### config.mk
export PLATFORM = sky130hd
export DESIGN_NAME = ball_serve
export DESIGN_NICKNAME = d
export VERILOG_FILES = /design/src/rtl/pong_pkg.sv /design/src/rtl/ball_serve.sv
export VERILOG_INCLUDE_DIRS = /design/src /design/src/rtl
export SDC_FILE = /design/constraint.sdc
export NUM_CORES = 1
export LEC_CHECK = 0
export BUFFER_PORTS_ARGS = -buffer_cell sky130_fd_sc_hd__buf_2
export CORE_MARGIN = 10
export CORE_UTILIZATION = 45
export DETAILED_ROUTE_END_ITERATION = 8
export HOLD_SLACK_MARGIN = 0.08
export PLACE_DENSITY = 0.69
export SYNTH_ARGS = -nofsm -noshare
export SYNTH_HDL_FRONTEND = slang
export SYNTH_SLANG_ARGS = --single-unit
### constraint.sdc
create_clock -name clk_i -period 1.6 [get_ports clk_i]
set_clock_uncertainty 0.2 [all_clocks]
set_input_delay 0 -clock clk_i [delete_from_list [all_inputs] [get_ports clk_i]]
set_output_delay 0 -clock clk_i [all_outputs]
set_load 0.005 [all_outputs]
### src/rtl/config.svh
// Build-wide configuration shared by the pong datapath blocks.
`ifndef CONFIG_SVH
`define CONFIG_SVH

`define RND_NUM_W 8

`endif

### src/rtl/pong_pkg.sv
// Shared types and default tuning values for the pong serve/ball stages.
package pong_pkg;

    localparam int SERVE_SPD_W     = 3;
    localparam int DEF_MIN_SPD_Y   = 1;
    localparam int DEF_SERVE_DELAY = 60;

    typedef enum logic [1:0] {
        IDLE  = 2'd0,
        DELAY = 2'd1,
        OFFER = 2'd2,
        PLAY  = 2'd3
    } serve_state_e;

    typedef struct packed {
        logic                   dir_x;
        logic                   dir_y;
        logic [SERVE_SPD_W-1:0] speed_y;
    } serve_t;

endpackage

### src/rtl/ball_serve.sv
// Serve generator: holds the ball for a frame-counted delay, then offers a random serve vector.
// Optional macro SERVE_ALT_EN: serve direction alternates instead of following the scoring side.
`include "config.svh"

module ball_serve
    import pong_pkg::*;
#(
    parameter int RND_W       = `RND_NUM_W,
    parameter int SPD_W       = SERVE_SPD_W,
    parameter int MIN_SPD_Y   = DEF_MIN_SPD_Y,
    parameter int SERVE_DELAY = DEF_SERVE_DELAY
) (
    input  logic             clk_i,
    input  logic             rst_ni,
    input  logic [RND_W-1:0] rnd_num_i,
    input  logic             frame_i,
    input  logic             start_i,
    input  logic             score_l_i,
    input  logic             score_r_i,
    output logic             serve_valid_o,
    input  logic             serve_ready_i,
    output logic             serve_dir_x_o,
    output logic             serve_dir_y_o,
    output logic [SPD_W-1:0] serve_speed_y_o,
    output logic             serving_o
);

    localparam int CNT_W = (SERVE_DELAY > 0) ? $clog2(SERVE_DELAY + 1) : 1;

    serve_state_e     state_q, state_d;
    logic [CNT_W-1:0] cnt_q, cnt_d;
    serve_t           pay_q, pay_d;
    logic [SPD_W-1:0] raw_s;
    logic [SPD_W-1:0] spd_s;

    // Vertical speed candidate, clamped so a serve is never flat.
    always_comb begin
        raw_s = rnd_num_i[SPD_W-1:0];
        if (raw_s < SPD_W'(MIN_SPD_Y)) begin
            spd_s = SPD_W'(MIN_SPD_Y);
        end else begin
            spd_s = raw_s;
        end
    end

`ifdef SERVE_ALT_EN
    logic alt_q, alt_d;
`endif

    // Next-state, delay counter and payload update.
    always_comb begin
        state_d = state_q;
        cnt_d   = cnt_q;
        pay_d   = pay_q;
`ifdef SERVE_ALT_EN
        alt_d   = alt_q;
`endif
        case (state_q)
            IDLE: begin
                if (start_i) begin
                    state_d     = DELAY;
                    cnt_d       = CNT_W'(SERVE_DELAY);
                    pay_d.dir_x = rnd_num_i[0];
`ifdef SERVE_ALT_EN
                    alt_d       = rnd_num_i[0];
`endif
                end else begin
                    state_d = IDLE;
                end
            end
            DELAY: begin
                if (cnt_q == '0) begin
                    state_d       = OFFER;
                    pay_d.dir_y   = rnd_num_i[RND_W-1];
                    pay_d.speed_y = SERVE_SPD_W'(spd_s);
                end else if (frame_i) begin
                    cnt_d = cnt_q - CNT_W'(1);
                end else begin
                    cnt_d = cnt_q;
                end
            end
            OFFER: begin
                if (serve_ready_i) begin
                    state_d = PLAY;
`ifdef SERVE_ALT_EN
                    alt_d   = ~alt_q;
`endif
                end else begin
                    state_d = OFFER;
                end
            end
            PLAY: begin
                // Left score wins a same-cycle tie; ball goes toward the player who conceded.
                if (score_l_i || score_r_i) begin
                    state_d     = DELAY;
                    cnt_d       = CNT_W'(SERVE_DELAY);
`ifdef SERVE_ALT_EN
                    pay_d.dir_x = alt_q;
`else
                    pay_d.dir_x = ~score_l_i;
`endif
                end else begin
                    state_d = PLAY;
                end
            end
            default: begin
                state_d = IDLE;
            end
        endcase
    end

    // State, counter and payload registers.
    always_ff @(posedge clk_i or negedge rst_ni) begin
        if (!rst_ni) begin
            state_q <= IDLE;
            cnt_q   <= '0;
            pay_q   <= '0;
        end else begin
            state_q <= state_d;
            cnt_q   <= cnt_d;
            pay_q   <= pay_d;
        end
    end

`ifdef SERVE_ALT_EN
    // Direction for the next serve after a point.
    always_ff @(posedge clk_i or negedge rst_ni) begin
        if (!rst_ni) begin
            alt_q <= 1'b0;
        end else begin
            alt_q <= alt_d;
        end
    end
`endif

    assign serve_valid_o   = (state_q == OFFER);
    assign serving_o       = (state_q != PLAY);
    assign serve_dir_x_o   = pay_q.dir_x;
    assign serve_dir_y_o   = pay_q.dir_y;
    assign serve_speed_y_o = SPD_W'(pay_q.speed_y);

endmodule
==> key figures <==
Worst setup path
  • Crit-path slowest cell: dfrtp_1
  • Critical path fanouts, max: 6
  • Setup Crit Path Kind: reg2reg
  • R2r setup slk: 0.008 ns
  • Worst setup SP type: register
  • Reg2Reg Depth: 3
  • Worst EP arrival: 1.55 ns
  • Worst path bufs/invs: 0
  • Slowest stage delay, CP: 0.45 ns
  • Worst path cell trace: and2b_1, nand4_4, mux2_4
  • Req. time, crit path: 1.56 ns
  • Delay-heaviest family, CP: simple AND/OR/NAND/NOR gates
  • RR Startpoint: state_q[1]
  • Reg2reg end: serve_speed_y_o[1]
  • Crit. End Element: register

Job
  • Maxcap violations: 0

STA
  • Tmin final: 1.59 ns
  • Hold_ws: 0.287 ns
  • Final setup viols: 0
  • Fin. Hold Viols: 0
  • Max Slew Vio Count: 0
  • Least-Margin Pin Slew: 0.594 ns
  • Fmax: 628 MHz
  • Period utilisation layout: 99.5%
  • Slew headroom: 60.3%
  • RSZ-0062 raised after global routing: yes

Synth
  • Number of flops mapped to enable cells by yosys: 0
  • FF+latch count, synth: 13
  • Mapped Nets: 96
  • Synthesized area: 786 um^2
  • Main flop type after synthesis: dfrtp_1
  • Syn. warnings: 0
  • Post-Synthesis Cells: 79
  • Unique masters post-synth: 30
  • Mean Syn Cell Area: 9.95 um^2
  • Seq/Total Area, Yosys: 41.4%
  • Async SR Flop Fraction: 100%

Layout
  • Fraction of layout cells with a size suffix above 1: 44.8%
  • Most common cell after layout, fill and taps aside: buf_2
  • Final nets: 143
  • Most frequent cells in the layout: buf_2 (17), nor2_1 (15), buf_4 (13)
  • Diodes inserted: 0
  • Area grow syn2layout: 49.8%
  • Final cell utilization of the core: 69.7%

Floorplanning
  • Row count: 15
  • Starting Density: 46.5%
  • Die X: 61.8 um
  • Die height: 61.8 um
  • Ports: 22
  • Die Area: 3820 um^2
  • Core box area: 1690 um^2

Clocking
  • Clock sinks: 13
  • Clock buffer count from CTS: 3
  • CTS H-tree lvls: 1
  • CTS tree: built
  • Clock Pin Slew Worst Setup and Hold Paths: 0.08 ns
  • Clk_lat worst skew: 0.28 ns
  • Max clock buf depth: 2
  • Root Buffer: clkbuf_4

Pwr
  • PwrDens: 1520 nW/um^2
  • Peak VDD IR: 0.000975 V
  • Pleak: 0.546 nW

Place
  • HPWL after DPL: 1420 um
  • Gpl congestion: 0.802
  • Port Buffers: 17

Worst hold path
  • Hold endpoint: serve_dir_y_o
  • Hold Path Origin: rnd_num_i[7]
  • Min-Delay Path Depth: 3
  • Hold Crit Class: in2reg

Route
  • DRT Wirelength: 2030 um
  • DRT Pass-1 Iters: 5
  • Wire length per cell: 14.3 um
  • Total number of vias: 730
  • DRT antenna net count: 0
  • Post-DR vias/cell: 5.14
  • Initial DRC count: 10
  • Remaining routing DRC violations: 0

Global routing
  • Pin count of the biggest net entering global routing: 14
  • Global-route wire length before repair: 3430 um
  • Total grt overflow: 0
  • Tot GR Track Use: 12.0%
  • Vias in the first global route: 782
  • Initial antenna violation count: 0

Run status
  • Outcome: complete, no violations
[Yosys cell counts, types with 2 or more instances]
library cell | number | area [um^2]
nor2_1 | 15 | 56.3
dfrtp_1 | 13 | 325
inv_1 | 6 | 22.5
nand2_1 | 6 | 22.5
mux2_4 | 3 | 45.0
mux2i_1 | 3 | 30.0
nand3_1 | 3 | 15.0
o21a_1 | 3 | 22.5
o21ai_1 | 3 | 15.0
a211oi_2 | 2 | 25.0
ha_1 | 2 | 25.0
nand2b_1 | 2 | 12.5
[state kept, by name, summed over array words and instances, names as in the netlist]
register,cells
serve_dir_y_o,1
cnt_q,6
serve_speed_y_o,3
state_q,2
serve_dir_x_o,1
[what timing repair did]
item                                    CTS  global route
pin swaps                                 2             3
setup buffers                             1             0
endpoints found under the setup margin    5             9
endpoints found under the hold margin    22             0
resized for setup                         1             6
gates cloned                              0             0
hold buffers                             11             0
[logic make-up after synthesis]
kind of cell               synth area share (%)
and+or+nand+nor                            21.5
AOI/OAI and AO/OA                          18.6
DFF                                        41.4
buffers and inverters                      4.30
muxes                                      11.0
adders and majority gates                  3.18
[layout make-up]
| class | instances | area (um^2) |
|---|---|---|
| flip-flops and latches | 13 | 328 |
| inverters | 7 | 26.3 |
| fillers | 124 | 512 |
| well taps | 17 | 21.3 |
| multi-input cells | 58 | 460 |
| clock buffers | 4 | 26.3 |
| repair buffers | 43 | 315 |
[power breakdown]
group	internal (mW)	switching [mW]	leakage, nW
clock	0.0967	0.115	0.0150
combinational	0.548	0.418	0.384
sequential	0.475	0.134	0.147
total	1.12	0.667	0.546
[how the worst max path moves through the flow]
| stage | to | startpoint | cells after the start |
|---|---|---|---|
| 6_report | serve_speed_y_o[1] | state_q[1] | 3 |
| 4_1_cts | serve_speed_y_o[1] | cnt_q[3] | 4 |
| 2_1_floorplan | cnt_q[1] | cnt_q[1] | 5 |
| 3_5_place_dp | cnt_q[1] | state_q[0] | 4 |
| 5_1_grt | cnt_q[1] | cnt_q[1] | 5 |
| 3_3_place_gp | cnt_q[1] | state_q[0] | 4 |
[routing by layer]
layer  global-route usage [%]  routed length (um)  part of all wire [%]  up-vias
met1                     14.8                 914                    45      340
met2                     20.4                1030                    51       17
met4                     3.82                  19                  0.94        0
met5                        0                   0                     0        -
met3                     2.24                  60                   3.0        4
li1                         -                   -                     -      369
[metrics by stage]
step,setup TNS [ns],setup slack (ns),cells,cell area [um^2],power (mW)
floorplan,-0.0119,-0.0119,79,811,1.15
global placement,0,0.00635,126,1010,1.48
detailed placement,-0.0159,-0.0159,126,1010,1.51
CTS,0,0.00351,142,1160,1.75
global route,-0.281,-0.0607,142,1180,1.94
finish,0,0.00768,142,1180,1.79
[worst reg2reg max path, stage by stage, from the launching register on]
cell and delay, ns:
dfrtp_1 0.45, and2b_1 0.32, nand4_4 0.18, mux2_4 0.33
No activity file was read; power rests on OpenSTA's default activity.
